==> src/rtl/bcd_display_scanner.sv <==
// rtl/bcd_display_scanner.sv - time-multiplexed N-digit BCD scanner with double-buffered load
// Digit outputs are registered from the post-swap word so a new word appears on the first digit of its frame.
module bcd_display_scanner #(
  parameter int NUM_DIGITS  = 4,
  parameter int REFRESH_DIV = 1000,
  parameter bit BLANK_LZ    = 1'b1
) (
  input  logic                    clk,
  input  logic                    rst_n,
  input  logic                    load_valid,
  output logic                    load_ready,
  input  logic [4*NUM_DIGITS-1:0] load_bcd,
  input  logic                    blank_en,
  output logic [3:0]              digit_bcd,
  output logic [NUM_DIGITS-1:0]   digit_sel,
  output logic                    digit_blank,
  output logic                    bcd_err,
  output logic                    frame_done
);

  localparam int W  = 4 * NUM_DIGITS;
  localparam int IW = $clog2(NUM_DIGITS);
  localparam int PW = $clog2(REFRESH_DIV);
  localparam logic [IW-1:0] LAST_IDX = IW'(NUM_DIGITS - 1);
  localparam logic [PW-1:0] LAST_CNT = PW'(REFRESH_DIV - 1);

  logic [W-1:0]          active_q, active_d;
  logic [W-1:0]          pending_q, pending_d;
  logic                  pending_full_q, pending_full_d;
  logic [IW-1:0]         idx_q, idx_d;
  logic [PW-1:0]         presc_q, presc_d;
  logic [NUM_DIGITS-1:0] digit_sel_q, digit_sel_d;
  logic [3:0]            digit_bcd_q, digit_bcd_d;
  logic                  digit_blank_q, digit_blank_d;
  logic                  bcd_err_q, bcd_err_d;
  logic                  frame_done_q, frame_done_d;

  logic       tc;
  logic       frame_end;
  logic       load_fire;
  logic       swap;
  logic       blank_now;
  logic [3:0] nib;

  // Digit k is blank when every nibble from the top down to k is zero; digit 0 never blanks.
  function automatic logic lz_blank(input logic [W-1:0] w, input logic [IW-1:0] k);
    logic all_zero;
    all_zero = 1'b1;
    lz_blank = 1'b0;
    for (int i = NUM_DIGITS - 1; i >= 1; i--) begin
      all_zero = all_zero && (w[4*i +: 4] == 4'd0);
      if (k == IW'(i)) lz_blank = all_zero;
    end
  endfunction

  function automatic logic nibble_err(input logic [W-1:0] w);
    nibble_err = 1'b0;
    for (int i = 0; i < NUM_DIGITS; i++) begin
      if (w[4*i +: 4] > 4'd9) nibble_err = 1'b1;
    end
  endfunction

  always_comb begin
    tc        = (presc_q == LAST_CNT);
    frame_end = tc && (idx_q == LAST_IDX);
    load_fire = load_valid && !pending_full_q;
    swap      = frame_end && pending_full_q;

    presc_d = tc ? '0 : presc_q + PW'(1);
    idx_d   = idx_q;
    if (tc) idx_d = (idx_q == LAST_IDX) ? '0 : idx_q + IW'(1);

    active_d       = swap ? pending_q : active_q;
    pending_d      = load_fire ? load_bcd : pending_q;
    pending_full_d = pending_full_q;
    if (load_fire)  pending_full_d = 1'b1;
    else if (swap)  pending_full_d = 1'b0;

    nib = 4'd0;
    for (int i = 0; i < NUM_DIGITS; i++) begin
      if (idx_d == IW'(i)) nib = active_d[4*i +: 4];
    end
    blank_now = BLANK_LZ && blank_en && lz_blank(active_d, idx_d);

    digit_sel_d   = digit_sel_q;
    digit_bcd_d   = digit_bcd_q;
    digit_blank_d = digit_blank_q;
    if (tc) begin
      for (int i = 0; i < NUM_DIGITS; i++) begin
        digit_sel_d[i] = (idx_d == IW'(i));
      end
      digit_bcd_d   = blank_now ? 4'hF : nib;
      digit_blank_d = blank_now;
    end

    frame_done_d = frame_end;
    bcd_err_d    = nibble_err(active_d);
  end

  always_ff @(posedge clk or negedge rst_n) begin
    if (!rst_n) begin
      active_q       <= '0;
      pending_q      <= '0;
      pending_full_q <= 1'b0;
      idx_q          <= '0;
      presc_q        <= '0;
      digit_sel_q    <= NUM_DIGITS'(1);
      digit_bcd_q    <= 4'd0;
      digit_blank_q  <= 1'b0;
      bcd_err_q      <= 1'b0;
      frame_done_q   <= 1'b0;
    end else begin
      active_q       <= active_d;
      pending_q      <= pending_d;
      pending_full_q <= pending_full_d;
      idx_q          <= idx_d;
      presc_q        <= presc_d;
      digit_sel_q    <= digit_sel_d;
      digit_bcd_q    <= digit_bcd_d;
      digit_blank_q  <= digit_blank_d;
      bcd_err_q      <= bcd_err_d;
      frame_done_q   <= frame_done_d;
    end
  end

  assign load_ready  = !pending_full_q;
  assign digit_sel   = digit_sel_q;
  assign digit_bcd   = digit_bcd_q;
  assign digit_blank = digit_blank_q;
  assign bcd_err     = bcd_err_q;
  assign frame_done  = frame_done_q;

endmodule

==> config.mk <==
export PLATFORM = sky130hd
export DESIGN_NAME = bcd_display_scanner
export DESIGN_NICKNAME = d
export VERILOG_FILES = /design/src/rtl/bcd_display_scanner.sv
export SDC_FILE = /design/constraint.sdc
export NUM_CORES = 1
export LEC_CHECK = 0
export BUFFER_PORTS_ARGS = -buffer_cell sky130_fd_sc_hd__buf_2
export CAP_MARGIN = 20
export CORE_MARGIN = 1.5
export CORE_UTILIZATION = 30
export CTS_CLUSTER_DIAMETER = 50
export DETAILED_ROUTE_END_ITERATION = 10
export GPL_ROUTABILITY_DRIVEN = 0
export HOLD_SLACK_MARGIN = 0.05
export PLACE_DENSITY = 0.45
export SYNTH_ARGS = -nofsm -noshare
export SYNTH_HDL_FRONTEND = slang
export SYNTH_SLANG_ARGS = --single-unit
export TNS_END_PERCENT = 5
==> constraint.sdc <==
create_clock -name clk -period 2.1 [get_ports clk]
set_input_delay 0.42 -clock clk [delete_from_list [all_inputs] [get_ports clk]]
set_output_delay 0.42 -clock clk [all_outputs]
set_load 0.01 [all_outputs]
==> results.txt <==
part of the cycle the worst path needs: 1.02
pin count of the biggest net entering global routing: 25
DR vias: 1993
critical path endpoint category: register
failing checks: setup timing
crit path kind: reg -> reg
vias per cell: 4.91
Max Clock Skew: 0.0114 ns
Iteration-0 DRC Markers: 66
Yosys top cell by area: dfrtp_1
clock share of power: 0.340
final slew viol count: 0
Area contributors post-synth: dfrtp_1 51%, mux2_2 14%, mux2i_1 3.4%
Reg clk slew, reported paths: 0.11 ns
commonest non-fill, non-tap cell in the layout: dfrtp_1
Internal: 0.00144 W
Post-Syn Nets: 251
clk sinks: 56
NetSw: 0.000465 W
WL/cell: 15.3 um
most frequent cells in the layout: 55 x dfrtp_1, 35 x buf_4, 31 x mux2_2, 31 x buf_2, 23 x nand2_1
Syn-to-layout area delta: 26.4%
Syn Area/Cell: 11.7 sq um
wirelength, routed: 6220 um
depth of the CTS H-tree: 2
post-route ant nets: 0
met3 Use GR: 0.0194
Worst EP required: 2.34 ns
CTS Buf Count: 5
Final Cell Area: 0.00339 sq mm
# DRC: 0
Pre-antenna DRT Iters: 4
Worst Hold Class: in -> async
CTS root buf: clkbuf_8
Ys Warns: 0
CTS tree: built
most utilized layer in the global route result: met2
RSZ-0062 raised after global routing: true
Max Cap Viol: 0
Final WS setup: -0.0446 ns
register area share after synthesis: 0.522
Comb power frac: 0.055
Post-Layout Cell Count: 406
Leak: 1.61 nW
Synth Instances: 229
diodes inserted: 0
prevailing post-synth register cell: dfrtp_1
mapped cell area: 0.00269 sq mm
Total Nets Final: 319
max_slew headroom: 0.624
met1 Use GR: 0.186
Initial Util: 0.310
port buffer count: 31
clock period minus final worst setup slack: 2.14 ns
worst hold slack: 0.0707 ns
initial antenna violation count: 0
Synth cell types: 42
row count: 34
Pwr Total: 0.00191 W
R2R depth: 7
Max Root-Sink Buffers: 2
register share of total power: 0.605
PwrDens: 562 mW/mm^2
Final Hold Vio Count: 0
final setup fails: 4
Net Sw Frac: 0.244
met2 Use GR: 0.230
Placed Cells: 395
post-synth top area share: 0.512
Slew @ Worst Pin: 0.564 ns
Synth async-reset ratio: 1.00
first-pass GRT wire length: 10400 um
Max Clock Freq: 466 MHz
grt total ovfl: 0
IO Count: 32
Clk Latency, worst-skew pair: 0.32 ns
vias in the first global route: 2029
post-detail-place hpwl: 4740 um
Critical Path AT: 2.38 ns
proportion of layout cells with a drive suffix above 1: 0.419
die span in y: 97.6 um
Max rail drop VDD: 0.265 mV
pre-CTS setup slack: -0.0662 ns
die extent in x: 97.6 um
status: complete, but fails checks
CP Launch Type: register
gr usage total: 0.138
Placed Area: 0.00322 sq mm
worst-path fanout max: 6
die area: 0.00953 sq mm
core area: 0.00868 sq mm
Post-synth EDFFs: 0
synthesized flop and latch total: 56
## stage by stage
stage	util	TNS, ns
after floorplan	-	-0.458
after global placement	0.371	-0.0995
after CTS	0.385	-0.207
after detailed placement	0.371	-0.220
after global routing	0.391	-0.502
final	0.391	-0.156
## synthesized netlist by cell type, types with 2 or more instances
| cell type | count |
|---|---|
| o31ai_1 | 3 |
| nor2_1 | 16 |
| clkbuf_1 | 3 |
| a221o_1 | 2 |
| and2_1 | 3 |
| dfrtp_1 | 55 |
| a31oi_1 | 5 |
| nor2b_1 | 4 |
| inv_1 | 5 |
| mux2i_1 | 9 |
| xor2_1 | 4 |
| xnor2_1 | 2 |
| nand2b_1 | 3 |
| and3_1 | 2 |
| o21ai_0 | 15 |
| nand2_1 | 23 |
| ha_1 | 2 |
| mux2_2 | 33 |
| nor4_1 | 8 |
| nand3_1 | 6 |
| buf_2 | 2 |
| o211ai_1 | 4 |
## cell type report
cell class,count,area [sq um]
Sequential cell,56,1400
Inverter,5,18.8
Clock buffer,6,82.6
Multi-Input combinational cell,160,1270
Fill cell,890,5280
Tap cell,108,135
Clock inverter,2,13.8
Timing Repair Buffer,69,469
## final timing paths
kind                              startpoint        endpoint  slack, ns
max in group asynchronous              rst_n    digit_bcd[3]       1.41
worst max-delay path                idx_q[1]    digit_bcd[3]      -0.04
worst min-delay path                   rst_n      frame_done       0.07
worst max register to register      idx_q[1]    digit_bcd[3]      -0.04
min in group clk                  load_valid  pending_full_q       0.32
worst min register to register  digit_sel[3]    digit_sel[3]       0.48
## state kept, by name, summed over array words and instances, names as in the netlist
signal,flops
active_q,16
pending_q,16
presc_q,10
digit_bcd,4
digit_sel,4
idx_q,2
bcd_err,1
digit_blank,1
frame_done,1
pending_full_q,1
## what timing repair did
| action | 4_1_cts | 5_1_grt |
|---|---|---|
| pin swaps | 1 | 2 |
| gates resized for setup | 3 | 6 |
| buffers inserted | 0 | 3 |
| endpoints found under the setup margin | 4 | 5 |
| hold buffers | 0 | 0 |
## layer usage
metal / wire, um / share of wire
met4: 82 / 0.013
met2: 2980 / 0.48
met1: 3010 / 0.48
met5: 0 / 0
met3: 145 / 0.023
## power by group through the flow
stage	clock network (W)	registers, W	logic [W]
CTS	0.000668	0.00115	0.000107
finish	0.000649	0.00115	0.000104
global route	0.000701	0.00116	0.000119
floorplan	0	0.00116	0.0000505
detailed placement	0	0.00117	0.000106
global placement	0	0.00117	0.000103
## critical path: stages (launching register included)
cell and delay, ns:
dfrtp_1 0.42, ha_4 0.28, inv_2 0.03, or4_4 0.54, nand2_4 0.11, mux2_2 0.34
a21o_1 0.16, a31oi_1 0.17
## cells by family after synthesis
| logic type | Yosys count | synth area share |
|---|---|---|
| and+or+nand+nor | 74 | 0.156 |
| DFF | 56 | 0.522 |
| muxes | 42 | 0.172 |
| AOI/OAI and AO/OA | 36 | 0.0908 |
| buffers and inverters | 13 | 0.0303 |
| xor gates and xnor gates | 6 | 0.0196 |
| adders and majority gates | 2 | 0.00931 |
(Power assumes the default switching activity.)
